### src/rtl/wpu_readback.sv
// wpu_readback: walks the reduced-weight and compensation memories in address
// order and rebuilds each approximate 8-bit weight. Every weight is streamed out
// over a valid/ready handshake. Compensation entries whose row tag does not
// match, or a flagged weight that arrives after the compensation pointer is
// full, raise a sticky error.
module wpu_readback #(
    parameter int NUM_W  = 64,
    parameter int ROWS   = 8,
    parameter int ADDR_W = 6
) (
    input  logic              clk,
    input  logic              rst_n,
    input  logic              start,
    output logic              busy,
    output logic              done,
    output logic              w_rd_en,
    output logic [ADDR_W-1:0] w_rd_addr,
    input  logic [4:0]        w_rd_data,
    output logic              c_rd_en,
    output logic [ADDR_W-1:0] c_rd_addr,
    input  logic [5:0]        c_rd_data,
    output logic [7:0]        out_weight,
    output logic [ADDR_W-1:0] out_addr,
    output logic              out_col_last,
    output logic              out_valid,
    input  logic              out_ready,
    output logic              comp_err,
    output logic [ADDR_W:0]   comp_count
);

    typedef enum logic [2:0] {
        S_IDLE    = 3'd0,
        S_ISSUE   = 3'd1,
        S_CAPTURE = 3'd2,
        S_OUTPUT  = 3'd3,
        S_DONE    = 3'd4
    } state_t;

    localparam logic [ADDR_W-1:0] W_LAST   = ADDR_W'(NUM_W - 1);
    localparam logic [ADDR_W:0]   C_FULL   = (ADDR_W + 1)'(NUM_W);
    localparam logic [ADDR_W-1:0] W_ONE    = {{(ADDR_W - 1){1'b0}}, 1'b1};
    localparam logic [ADDR_W:0]   C_ONE    = {{ADDR_W{1'b0}}, 1'b1};
    localparam logic [2:0]        ROW_LAST = 3'(ROWS - 1);

    state_t              state_r;
    state_t              state_s;
    logic [ADDR_W-1:0]   w_ptr_r;
    logic [ADDR_W:0]     c_ptr_r;
    logic [7:0]          out_weight_r;
    logic [ADDR_W-1:0]   out_addr_r;
    logic                out_valid_r;
    logic                comp_err_r;

    logic                flag_s;
    logic                c_full_s;
    logic [2:0]          cw_s;
    logic                row_bad_s;

    // Rebuild the weight: flagged entries take the low bits from the compensation
    // word, unflagged ones replicate the nibble MSB upward. Bit 0 was dropped by the
    // encoder and always comes back as zero.
    function automatic logic [7:0] rebuild(input logic [4:0] w, input logic [2:0] cw);
        logic [7:0] r;
        if (w[4]) begin
            r = {w[3:0], cw, 1'b0};
        end else begin
            r = {w[3], w[3], w[3], w[3:0], 1'b0};
        end
        return r;
    endfunction

    // State register.
    always_ff @(posedge clk or negedge rst_n) begin
        if (!rst_n) begin
            state_r <= S_IDLE;
        end else begin
            state_r <= state_s;
        end
    end

    // Next-state logic. out_ready only reaches the outputs through this register.
    always_comb begin
        state_s = state_r;
        case (state_r)
            S_IDLE: begin
                if (start) begin
                    state_s = S_ISSUE;
                end else begin
                    state_s = S_IDLE;
                end
            end
            S_ISSUE:   state_s = S_CAPTURE;
            S_CAPTURE: state_s = S_OUTPUT;
            S_OUTPUT: begin
                if (!out_ready) begin
                    state_s = S_OUTPUT;
                end else if (w_ptr_r == W_LAST) begin
                    state_s = S_DONE;
                end else begin
                    state_s = S_ISSUE;
                end
            end
            S_DONE:  state_s = S_IDLE;
            default: state_s = S_IDLE;
        endcase
    end

    // Decode the read data captured this cycle. A full compensation pointer forces
    // cw to zero and counts as an error.
    always_comb begin
        flag_s   = w_rd_data[4];
        c_full_s = (c_ptr_r == C_FULL);
        if (c_full_s) begin
            cw_s      = 3'b000;
            row_bad_s = 1'b1;
        end else begin
            cw_s      = c_rd_data[2:0];
            row_bad_s = (c_rd_data[5:3] != w_ptr_r[2:0]);
        end
    end

    // Pointers, output beat and sticky error.
    always_ff @(posedge clk or negedge rst_n) begin
        if (!rst_n) begin
            w_ptr_r      <= '0;
            c_ptr_r      <= '0;
            out_weight_r <= 8'h00;
            out_addr_r   <= '0;
            out_valid_r  <= 1'b0;
            comp_err_r   <= 1'b0;
        end else begin
            case (state_r)
                S_IDLE: begin
                    if (start) begin
                        w_ptr_r    <= '0;
                        c_ptr_r    <= '0;
                        comp_err_r <= 1'b0;
                    end
                end
                S_CAPTURE: begin
                    out_weight_r <= rebuild(w_rd_data, cw_s);
                    out_addr_r   <= w_ptr_r;
                    out_valid_r  <= 1'b1;
                    if (flag_s) begin
                        if (row_bad_s) begin
                            comp_err_r <= 1'b1;
                        end
                        if (!c_full_s) begin
                            c_ptr_r <= c_ptr_r + C_ONE;
                        end
                    end
                end
                S_OUTPUT: begin
                    if (out_ready) begin
                        out_valid_r <= 1'b0;
                        if (w_ptr_r != W_LAST) begin
                            w_ptr_r <= w_ptr_r + W_ONE;
                        end
                    end
                end
                default: begin
                end
            endcase
        end
    end

    assign busy         = (state_r != S_IDLE);
    assign done         = (state_r == S_DONE);
    assign w_rd_en      = (state_r == S_ISSUE);
    assign c_rd_en      = (state_r == S_ISSUE);
    assign w_rd_addr    = w_ptr_r;
    assign c_rd_addr    = c_ptr_r[ADDR_W-1:0];
    assign out_weight   = out_weight_r;
    assign out_addr     = out_addr_r;
    assign out_valid    = out_valid_r;
    assign out_col_last = out_valid_r && (out_addr_r[2:0] == ROW_LAST);
    assign comp_err     = comp_err_r;
    assign comp_count   = c_ptr_r;

endmodule

### config.mk
export PLATFORM = sky130hd
export DESIGN_NAME = wpu_readback
export DESIGN_NICKNAME = d
export VERILOG_FILES = /design/src/rtl/wpu_readback.sv
export SDC_FILE = /design/constraint.sdc
export NUM_CORES = 1
export LEC_CHECK = 0
export ABC_CLOCK_PERIOD_IN_PS = 3800
export CORE_MARGIN = 2
export CORE_UTILIZATION = 51
export CTS_BUF_LIST = sky130_fd_sc_hd__clkbuf_8
export DETAILED_ROUTE_END_ITERATION = 10
export PLACE_DENSITY = 0.87
export SLEW_MARGIN = 10
export SYNTH_ARGS = -nofsm -noshare
export SYNTH_HDL_FRONTEND = slang
export SYNTH_SLANG_ARGS = --single-unit
### constraint.sdc
create_clock -name clk -period 3.8 [get_ports clk]
set_clock_uncertainty 0.1 [all_clocks]
set_input_delay 0.76 -clock clk [delete_from_list [all_inputs] [get_ports clk]]
set_output_delay 0.76 -clock clk [all_outputs]
set_load 0.05 [all_outputs]
## After elaboration in Yosys (flattened, before gate mapping)

Cells that the tools add are included.

| operators by class | value |
|---|---|
| add/subtract/negate cells | 2 |
| eq/ne operators | 15 |
| multiplexer cells | 21 |
| reductions and logical operators | 10 |

Operators by type and width:

| operator | number |
|---|---|
| $mux W7 | 4 |
| $mux W6 | 3 |
| $pmux W7 S2 | 1 |
| $ne A2 B2 Y1 const B | 6 |
| $pmux W3 S4 | 1 |
| $pmux W6 S2 | 1 |
| $reduce_and A4 Y1 | 3 |
| $mux W3 | 3 |
| $add A7 B1 Y7 const B | 1 |
| $eq A7 B7 Y1 const B | 1 |
| $add A6 B1 Y6 const B | 1 |
| $eq A3 B2 Y1 const B | 2 |
| $eq A3 B3 Y1 const B | 2 |
| $eq A6 B6 Y1 const B | 1 |
| $mux W1 | 6 |
| $ne A6 B6 Y1 const B | 1 |
| $reduce_bool A2 Y1 | 3 |
| $pmux W1 S2 | 2 |
| $eq A3 B1 Y1 const B | 1 |
| $logic_not A3 Y1 | 1 |
| $ne A3 B3 Y1 | 1 |
| $reduce_bool A3 Y1 | 1 |
| $reduce_and A2 Y1 | 1 |
| $logic_and A1 B1 Y1 | 1 |

| word-level totals | value |
|---|---|
| bits in registers | 32 |
| input port bits | 15 |

## Logic depth before layout (Yosys ltp)

Gate-level depths: netlist of the first run.

| depth | value |
|---|---|
| word-level depth | 5 |
| depth in mapped cells | 7 |

## Worst setup path before layout of the first run

Ideal clock, no wire load.

| timing path | value |
|---|---|
| kind | reg-to-output |
| start point | reg state_r[1] |
| end point | out w_rd_en |
| data arrival time | 2.096 ns |
| required time | 2.940 ns |
| path slack | 0.844 ns |
| cell stages (with the launch flop) | 4 |
| buffers on the path | 2 |
| cell sequence | dfrtp_1 -> buf_6 -> nor3b_1 -> buf_4 |

| on the way | value |
|---|---|
| cells in the longest elaborated chain, start to end | 1 |

Ends and longest elaborated chain:

| what | RTL line | text |
|---|---|---|
| start: declaration | 45 | `state_t state_r;` |
| start signal: assignment | 77 | `state_r <= state_s;` |
| $eq A3 B1 Y1 | - |  |
| end: declaration | 16 | `output logic w_rd_en,` |

No other way between the ends.

## Worst setup path in the final report of the first run

| timing path | value |
|---|---|
| start point | reg state_r[0] |
| end point | out c_rd_en |

| on the way | value |
|---|---|
| cells in the longest elaborated chain, start to end | 1 |

Ends and longest elaborated chain:

| what | RTL line | text |
|---|---|---|
| $eq A3 B1 Y1 | 170 | `assign c_rd_en = (state_r == S_ISSUE);` |
| end: declaration | 19 | `output logic c_rd_en,` |

No other way between the ends.

==> results.sh, run 1 <==
export IMPL_numCtsBuffers=5
export IMPL_grt_pass1_wl_um=6310
export IMPL_powerDensity_nw_per_um2=1050
export IMPL_clockBufferDepth=2
export IMPL_final_cell_mix="53 x clkdlybuf4s50_1, 31 x dfrtp_1, 17 x a21oi_1, 10 x nand2_1, 8 x nor2_1"
export IMPL_setup_worst_path_start_class="flip-flop"
export IMPL_grt_max_degree=32
export IMPL_gr_total_overflow=0
export IMPL_drv_slew=0
export IMPL_cts_htree_levels=2
export IMPL_coreArea_sq_um=3080
export IMPL_p_int_mw=1.20
export IMPL_slew_headroom=0.651
export IMPL_clkPwrFrac=0.164
export IMPL_dieArea_sq_um=3720
export IMPL_std_cell_rows=20
export IMPL_syn_area_sq_um=1660
export IMPL_drt_iter0_drc=87
export IMPL_ant_nets=0
export IMPL_drt_wl_total_um=3930
export IMPL_synth_ff_type="dfrtp_1"
export IMPL_sequentialPowerShare=0.266
export IMPL_postSynthAreaPerCell_sq_um=9.91
export IMPL_routabilityCongestion=0.813
export IMPL_syn_inst=167
export IMPL_synth_seq_cells=31
export IMPL_start_util=0.538
export IMPL_area_growth_pct=37.0
export IMPL_clock_fmax_mhz=356
export IMPL_ys_async_sr_fraction=1.00
export IMPL_first_global_vias=1412
export IMPL_wl_per_cell_um=15.4
export IMPL_hold_class="flip-flop to flip-flop"
export IMPL_worst_path_buf_inv=1
export IMPL_fin_crit_sh=0.739
export IMPL_cpMaxStageDelayCell="clkdlybuf4s50_1"
export IMPL_grt_usage=0.232
export IMPL_stdcell_count=255
export IMPL_hold_viol_final=0
export IMPL_design_area_sq_um=2270
export IMPL_place_hpwl_um=2870
export IMPL_layout_commonest_cell="clkdlybuf4s50_1"
export IMPL_fp_dieH_um=61.0
export IMPL_synth_cell_type_count=43
export IMPL_power_mw=2.38
export IMPL_ys_seq_area_frac=0.469
export IMPL_setup_tns_ns=0
export IMPL_antenna_cells=0
export IMPL_power_switching_mw=1.18
export IMPL_cap_violations=0
export IMPL_clk_pin_slew_ns=0.07
export IMPL_cts_resized=0
export IMPL_vdd_drop_max_uv=507
export IMPL_cts_tree="yes"
export IMPL_drive_gt1_frac=0.0853
export IMPL_pwr_share_comb=0.570
export IMPL_cp_arrival_ns=1.95
export IMPL_endpoint_kind="output port"
export IMPL_swShare=0.496
export IMPL_dp_cells=247
export IMPL_critPathRequiredTime_ns=2.94
export IMPL_place_area_sq_um=2130
export IMPL_hold_buffers=0
export IMPL_outcome="finished clean"
export IMPL_clkLatencyLatePin_ns=0.29
export IMPL_first_pass_iters=4
export IMPL_path_class="flip-flop to output port"
export IMPL_critical_path_top_delay_family="buffers and inverters"
export IMPL_yosys_warnings=0
export IMPL_finalCriticalPeriod_ns=2.81
export IMPL_clock_sinks=31
export IMPL_cts_root_buf="clkbuf_8"
export IMPL_worst_pin_slew_ns=0.523
export IMPL_holdWs_ns=0.413
export IMPL_postCtsSetupRepairBufs=0
export IMPL_rsz0062_at_grt="false"
export IMPL_vias_per_cell=5.60
export IMPL_antenna_found_initial=0
export IMPL_crit_chain="nor3b_1 -> clkdlybuf4s50_1"
export IMPL_io_pins=55
export IMPL_path_max_fanout=11
export IMPL_setup_viol=0
export IMPL_critPathMaxStageDelay_ns=0.85
export IMPL_die_w_um=61.0
export IMPL_nNetsFinal=228
export IMPL_p_leak_nw=0.929
export IMPL_via_count=1429
export IMPL_remaining_drc_errors=0
export IMPL_port_buffers=53
export IMPL_synth_edff_count=0
export IMPL_syn_num_nets=185
[power groups by stage]
| stage | combinational [mW] | clock [mW] | sequential (mW) |
|---|---|---|---|
| floorplan | 0.590 | 0 | 1.02 |
| global placement | 1.32 | 0 | 0.622 |
| detailed placement | 1.35 | 0 | 0.636 |
| CTS | 1.36 | 0.394 | 0.632 |
| global route | 1.43 | 0.407 | 0.662 |
| finish | 1.36 | 0.390 | 0.634 |
[registers in the layout, indices dropped and copies added (netlist names)]
name,cells
out_valid,1
w_rd_addr,6
comp_err,1
out_addr,6
out_weight,7
comp_count,7
state_r,3
[stage by stage]
stage / setup WS [ns] / util
CTS: 0.976 / 0.737
finish: 0.993 / 0.737
floorplan: 0.844 / -
detailed placement: 0.804 / 0.693
global placement: 0.888 / 0.693
global route: 0.878 / 0.737
[path summary, 6_finish.rpt]
path	cells after the start	slack [ns]	endpoint	startpoint
min in group asynchronous	2	0.77	comp_count[5]$_DFFE_PN0P_	rst_n
max in group asynchronous	2	2.55	comp_count[0]$_DFFE_PN0P_	rst_n
setup reg to reg	6	1.51	comp_count[6]$_DFFE_PN0P_	comp_count[0]$_DFFE_PN0P_
hold / removal	1	0.41	out_addr[4]$_DFFE_PN0P_	out_addr[4]$_DFFE_PN0P_
hold reg to reg	1	0.41	out_addr[4]$_DFFE_PN0P_	out_addr[4]$_DFFE_PN0P_
setup / recovery	2	0.99	c_rd_en	state_r[0]$_DFF_PN0_
[cell usage after synthesis (all sizes together), types with 2 or more instances]
library cell	n	area, sq um
dfrtp	31	776
nand2b	2	12.5
buf	11	87.6
clkbuf	8	41.3
and3	2	12.5
mux2	7	78.8
a21oi	17	85.1
nand4	3	18.8
a31oi	4	25.0
nor3b	7	52.6
or3	4	25.0
inv	6	22.5
xnor2	3	26.3
o31ai	2	15.0
nor2b	4	25.0
o21ai	7	35.0
or4	2	15.0
nand2	10	37.5
nand3	5	25.0
ha	3	37.5
nor4	2	12.5
nor2	8	30.0
a221o	3	30.0
[metal layers]
metal | global-route usage | part of all wire
met5 | 0 | 0
met4 | 0.0901 | 0.0069
met3 | 0.0874 | 0.064
met2 | 0.407 | 0.53
met1 | 0.254 | 0.40
[layout make-up]
type	instances	area, sq um
Fill cell	225	810
Sequential cell	31	776
Multi-Input combinational cell	111	733
Timing Repair Buffer	55	546
Clock buffer	5	68.8
Clock inverter	3	67.6
Tap cell	44	55.1
Inverter	6	22.5
[cells by family (layout without fill, tap and decap cells)]
| kind of cell | after synthesis | in the layout | synth area share |
|---|---|---|---|
| buf+inv | 25 | 69 | 0.0914 |
| fa+ha+maj | 3 | 3 | 0.0227 |
| other cells | 1 | 1 | 0.00227 |
| flops | 31 | 31 | 0.469 |
| compound gates | 41 | 41 | 0.157 |
| xor+xnor | 4 | 4 | 0.0212 |
| simple gates | 54 | 54 | 0.183 |
| mux | 8 | 8 | 0.0537 |
(Power assumes the default switching activity.)
==> run 2: changes to the inputs <==
Settings changed: ABC_CLOCK_PERIOD_IN_PS 3800 to 2400, CORE_UTILIZATION 51 to 43, PLACE_DENSITY 0.87 to 0.78.
Clock period 3.8 ns to 2.4 ns, I/O delays scaled along.
==> run 2 against run 1 <==
Cell count grew 3.5%. Routed wire length down 8.3%. Via count down 3.8%. Clock power decreased by 2%. Count of clock-buffer cells in the layout did not move. Global-route usage is 4.6 points lower. Critical path depth shrank 1. First-iteration DRC count down 28%. Sequential power is 56% higher. Combinational power up 57%. Critical path type unchanged. Largest cell class unchanged.
==> results.sh, run 2 (synthesis results as in run 1) <==
export IMPL_place_hpwl_um=2640
export IMPL_setup_viol=0
export IMPL_cpMaxStageDelayCell="clkdlybuf4s50_1"
export IMPL_ant_nets=0
export IMPL_fp_dieH_um=66.0
export IMPL_rrSetupSlack_ns=0.20
export IMPL_remaining_drc_errors=0
export IMPL_critPathRequiredTime_ns=1.82
export IMPL_crit_chain="clkdlybuf4s50_1"
export IMPL_clockBufferDepth=2
export IMPL_coreArea_sq_um=3690
export IMPL_setup_tns_ns=0
export IMPL_power_mw=3.51
export IMPL_fin_crit_sh=0.935
export IMPL_swShare=0.520
export IMPL_critical_path_top_delay_family="buffers and inverters"
export IMPL_clkPwrFrac=0.109
export IMPL_path_class="flip-flop to output port"
export IMPL_cts_root_buf="clkbuf_8"
export IMPL_critPathMaxStageDelay_ns=0.86
export IMPL_path_max_fanout=8
export IMPL_dieArea_sq_um=4360
export IMPL_cp_arrival_ns=1.66
export IMPL_routabilityCongestion=0.785
export IMPL_start_util=0.449
export IMPL_grt_max_degree=32
export IMPL_sequentialPowerShare=0.282
export IMPL_grt_pass1_wl_um=6110
export IMPL_power_switching_mw=1.82
export IMPL_rsz0062_at_grt="false"
export IMPL_endpoint_kind="output port"
export IMPL_hold_buffers=0
export IMPL_clock_sinks=31
export IMPL_design_area_sq_um=2250
export IMPL_gr_total_overflow=0
export IMPL_antenna_cells=0
export IMPL_hold_class="flip-flop to flip-flop"
export IMPL_wl_per_cell_um=13.7
export IMPL_std_cell_rows=22
export IMPL_worst_path_buf_inv=1
export IMPL_first_pass_iters=4
export IMPL_cts_htree_levels=2
export IMPL_port_buffers=53
export IMPL_clock_fmax_mhz=446
export IMPL_worst_pin_slew_ns=0.527
export IMPL_hold_path_end="comp_err$_DFFE_PN0P_"
export IMPL_slew_headroom=0.648
export IMPL_drt_iter0_drc=63
export IMPL_clkLatencyLatePin_ns=0.28
export IMPL_cts_resized=0
export IMPL_outcome="finished clean"
export IMPL_p_leak_nw=0.947
export IMPL_die_w_um=66.0
export IMPL_antenna_found_initial=0
export IMPL_numCtsBuffers=5
export IMPL_nNetsFinal=233
export IMPL_drive_gt1_frac=0.120
export IMPL_layout_commonest_cell="clkdlybuf4s50_1"
export IMPL_vias_per_cell=5.21
export IMPL_postCtsSetupRepairBufs=0
export IMPL_cts_tree="yes"
export IMPL_first_global_vias=1276
export IMPL_min_from="comp_err$_DFFE_PN0P_"
export IMPL_reg2reg_to="comp_count[6]$_DFFE_PN0P_"
export IMPL_grt_usage=0.186
export IMPL_powerDensity_nw_per_um2=1560
export IMPL_place_area_sq_um=2170
export IMPL_clk_pin_slew_ns=0.07
export IMPL_r2r_start="comp_count[0]$_DFFE_PN0P_"
export IMPL_drv_slew=0
export IMPL_setup_worst_path_start_class="flip-flop"
export IMPL_final_cell_mix="49 x clkdlybuf4s50_1, 31 x dfrtp_1, 17 x a21oi_1, 11 x buf_4, 10 x nand2_1"
export IMPL_holdPathStages=1
export IMPL_rr_worst_depth=6
export IMPL_finalCriticalPeriod_ns=2.24
export IMPL_hold_viol_final=0
export IMPL_cap_violations=0
export IMPL_pwr_share_comb=0.609
export IMPL_drt_wl_total_um=3610
export IMPL_io_pins=55
export IMPL_via_count=1375
export IMPL_area_growth_pct=36.0
export IMPL_vdd_drop_max_uv=834
export IMPL_p_int_mw=1.69
run 2: cell count changes in the layout (fill, tap and decap cells not counted), sizes merged:
| cell | before | now |
|---|---|---|
| buf | 2 | 11 |
| bufinv | 2 | 0 |
| clkdlybuf4s50 | 53 | 49 |
| clkinv | 0 | 1 |
| clkinvlp | 1 | 0 |
| inv | 6 | 8 |
run 2: cell type report:
cell class / count / area [sq um]
repair buffers: 60 / 573
multi-input cells: 111 / 738
flip-flops and latches: 31 / 776
well taps: 48 / 60.1
clock buffers: 5 / 68.8
clock inverters: 3 / 12.5
fillers: 338 / 1440
inverters: 6 / 22.5
run 2: per-layer routing:
layer	up-vias	GRT usage	wire, um
met5	-	0	0
met4	0	0.0612	37
met3	5	0.0562	199
met2	33	0.271	1650
met1	649	0.263	1720
li1	688	-	-
run 2: how the worst max path moves through the flow:
stage / startpoint / endpoint / cells past startpoint
floorplan: comp_count[0]$_DFFE_PN0P_ / comp_count[6]$_DFFE_PN0P_ / 6
global placement: w_rd_data[4] / comp_count[6]$_DFFE_PN0P_ / 5
detailed placement: w_rd_data[4] / comp_count[6]$_DFFE_PN0P_ / 5
CTS: w_rd_addr[2]$_DFFE_PN0P_ / w_rd_addr[2] / 1
global route: comp_count[0]$_DFFE_PN0P_ / comp_count[6]$_DFFE_PN0P_ / 6
finish: w_rd_addr[2]$_DFFE_PN0P_ / w_rd_addr[2] / 1
run 2: power by group through the flow:
stage | Sequential [mW] | Combinational (mW) | Clock [mW]
global route | 1.03 | 2.27 | 0.419
floorplan | 1.61 | 0.939 | 0
detailed placement | 1.00 | 2.15 | 0
CTS | 0.993 | 2.16 | 0.392
global placement | 0.995 | 2.13 | 0
finish | 0.989 | 2.14 | 0.383
run 2: through the flow:
stage / utilization / hold WS (ns) / setup WS, ns / cells
after floorplan: - / 0.0844 / 0.0628 / 167
after global placement: 0.588 / 0.376 / 0.0207 / 256
after detailed placement: 0.588 / 0.380 / 0.0201 / 256
after CTS: 0.610 / 0.394 / 0.150 / 264
after global routing: 0.610 / 0.425 / 0.0230 / 264
final: 0.610 / 0.392 / 0.155 / 264
==> run 3: changes to the inputs <==
Settings changed: CORE_UTILIZATION 43 to 55, DONT_BUFFER_PORTS from default to 1, PLACE_DENSITY 0.78 to 0.72.
==> run 3 against run 2 <==
Non-clock buffer count is 40 lower. Critical path depth rose by 5. Die area decreased by 21%. Maximum frequency grew 5.1%. Register-to-register slack better by 0.06 ns. The flow now finishes with violations (DRC). Critical path type is now flip-flop to flip-flop. Via count shrank 6.7%. Flip-flop and latch count unchanged. Core utilization increased by 6.3 points. Global-route usage rose by 5.0 points.
==> results.sh, run 3 (synthesis results as in run 1) <==
export IMPL_outcome="complete, but fails checks"
export IMPL_violations="DRC"
export IMPL_clock_sinks=31
export IMPL_cp_arrival_ns=2.24
export IMPL_antenna_found_initial=0
export IMPL_die_w_um=58.9
export IMPL_io_pins=55
export IMPL_clkLatencyLatePin_ns=0.28
export IMPL_fin_crit_sh=0.890
export IMPL_path_class="flip-flop to flip-flop"
export IMPL_place_hpwl_um=2700
export IMPL_area_growth_pct=14.1
export IMPL_grt_pass1_wl_um=6130
export IMPL_place_ws_ns=0.291
export IMPL_coreArea_sq_um=2810
export IMPL_cts_resized=0
export IMPL_place_area_sq_um=1720
export IMPL_vias_per_cell=6.20
export IMPL_first_global_vias=1260
export IMPL_routabilityCongestion=0.864
export IMPL_clock_fmax_mhz=468
export IMPL_path_max_fanout=12
export IMPL_port_buffers=0
export IMPL_rsz0062_at_grt="false"
export IMPL_antenna_cells=0
export IMPL_r2r_start="comp_count[0]$_DFFE_PN0P_"
export IMPL_first_pass_iters=7
export IMPL_grt_usage=0.236
export IMPL_clk_pin_slew_ns=0.07
export IMPL_drv_slew=0
export IMPL_cp_startpoint="comp_count[0]$_DFFE_PN0P_"
export IMPL_fp_dieH_um=58.9
export IMPL_gr_total_overflow=0
export IMPL_dieArea_sq_um=3460
export IMPL_dr_wl_met3_um=297
export IMPL_critPathRequiredTime_ns=2.51
export IMPL_start_util=0.590
export IMPL_numCtsBuffers=5
export IMPL_wl_per_cell_um=17.6
export IMPL_met1_length_um=1500
export IMPL_endpoint_kind="flip-flop"
export IMPL_worst_pin_slew_ns=0.501
export IMPL_cts_htree_levels=2
export IMPL_drive_gt1_frac=0.210
export IMPL_layout_commonest_cell="dfrtp_1"
export IMPL_setup_viol=0
export IMPL_rrSetupSlack_ns=0.26
export IMPL_cts_root_buf="clkbuf_8"
export IMPL_min_from="out_ready"
export IMPL_ant_nets=0
export IMPL_setup_worst_path_start_class="flip-flop"
export IMPL_std_cell_rows=19
export IMPL_via_count=1283
export IMPL_route_met2_wl_um=1790
export IMPL_cap_violations=0
export IMPL_final_cell_mix="31 x dfrtp_1, 18 x buf_4, 17 x a21oi_1, 10 x nand2_1, 8 x nor2_1"
export IMPL_setup_tns_ns=0
export IMPL_hold_class="input port to flip-flop"
export IMPL_utilization=0.673
export IMPL_grt_max_degree=32
export IMPL_clockBufferDepth=2
export IMPL_finalCriticalPeriod_ns=2.14
export IMPL_cts_tree="yes"
export IMPL_top_layer="met4"
export IMPL_layout_setup_ws_ns=0.264
export IMPL_hold_viol_final=0
export IMPL_nNetsFinal=193
export IMPL_remaining_drc_errors=3
export IMPL_slew_headroom=0.666
export IMPL_drt_wl_total_um=3640
export IMPL_drt_iter0_drc=50
export IMPL_design_area_sq_um=1890
[run 3: cell count changes in the layout (fill, tap and decap cells not counted), sizes merged]
cell	before	now
inv	8	6
dlygate4sd3	0	1
clkdlybuf4s50	49	0
buf	11	19
clkinv	1	0
bufinv	0	2
clkinvlp	0	1
[run 3: metal layers]
| metal | vias to the layer above | GRT usage |
|---|---|---|
| li1 | 601 | - |
| met2 | 51 | 0.373 |
| met5 | - | 0 |
| met1 | 625 | 0.310 |
| met4 | 0 | 0.0682 |
| met3 | 6 | 0.0791 |
[run 3: path summary, 6_finish.rpt]
kind                                              to  depth (start not counted)
setup / recovery           comp_count[6]$_DFFE_PN0P_                          6
hold / removal                  state_r[1]$_DFF_PN0_                          1
setup reg to reg           comp_count[6]$_DFFE_PN0P_                          6
hold reg to reg                 state_r[0]$_DFF_PN0_                          1
max in group asynchronous  out_weight[1]$_DFFE_PN0P_                          2
min in group asynchronous   w_rd_addr[2]$_DFFE_PN0P_                          2
[run 3: timing repair]
| item | CTS | global route |
|---|---|---|
| setup buffers | 0 | 0 |
| hold buffers | 2 | 0 |
| hold endpoints to repair | 31 | 0 |
[run 3: through the flow]
stage / std cells / hold slack (ns)
after floorplan: 167 / 0.0844
final: 207 / 0.184
after global routing: 207 / 0.177
after global placement: 197 / 0.0851
after detailed placement: 197 / 0.0851
after CTS: 207 / 0.174
[run 3: cell type report]
type | instances | area [sq um]
Fill cell | 244 | 917
Sequential cell | 31 | 776
Multi-Input combinational cell | 111 | 749
Timing Repair Buffer | 20 | 165
Clock buffer | 5 | 68.8
Clock inverter | 3 | 67.6
Tap cell | 31 | 38.8
Inverter | 6 | 22.5
[run 3: critical path, stage by stage (launching register included)]
cell	delay, ns
dfrtp_1	0.34
inv_1	0.05
ha_1	0.20
and3_1	0.17
a2111o_1	0.54
or4_1	0.51
a21oi_1	0.15
Power of run 3 is left out: the tool's default activity adds up to more than one toggle a clock period on the data nets, which glitch-free logic cannot reach.
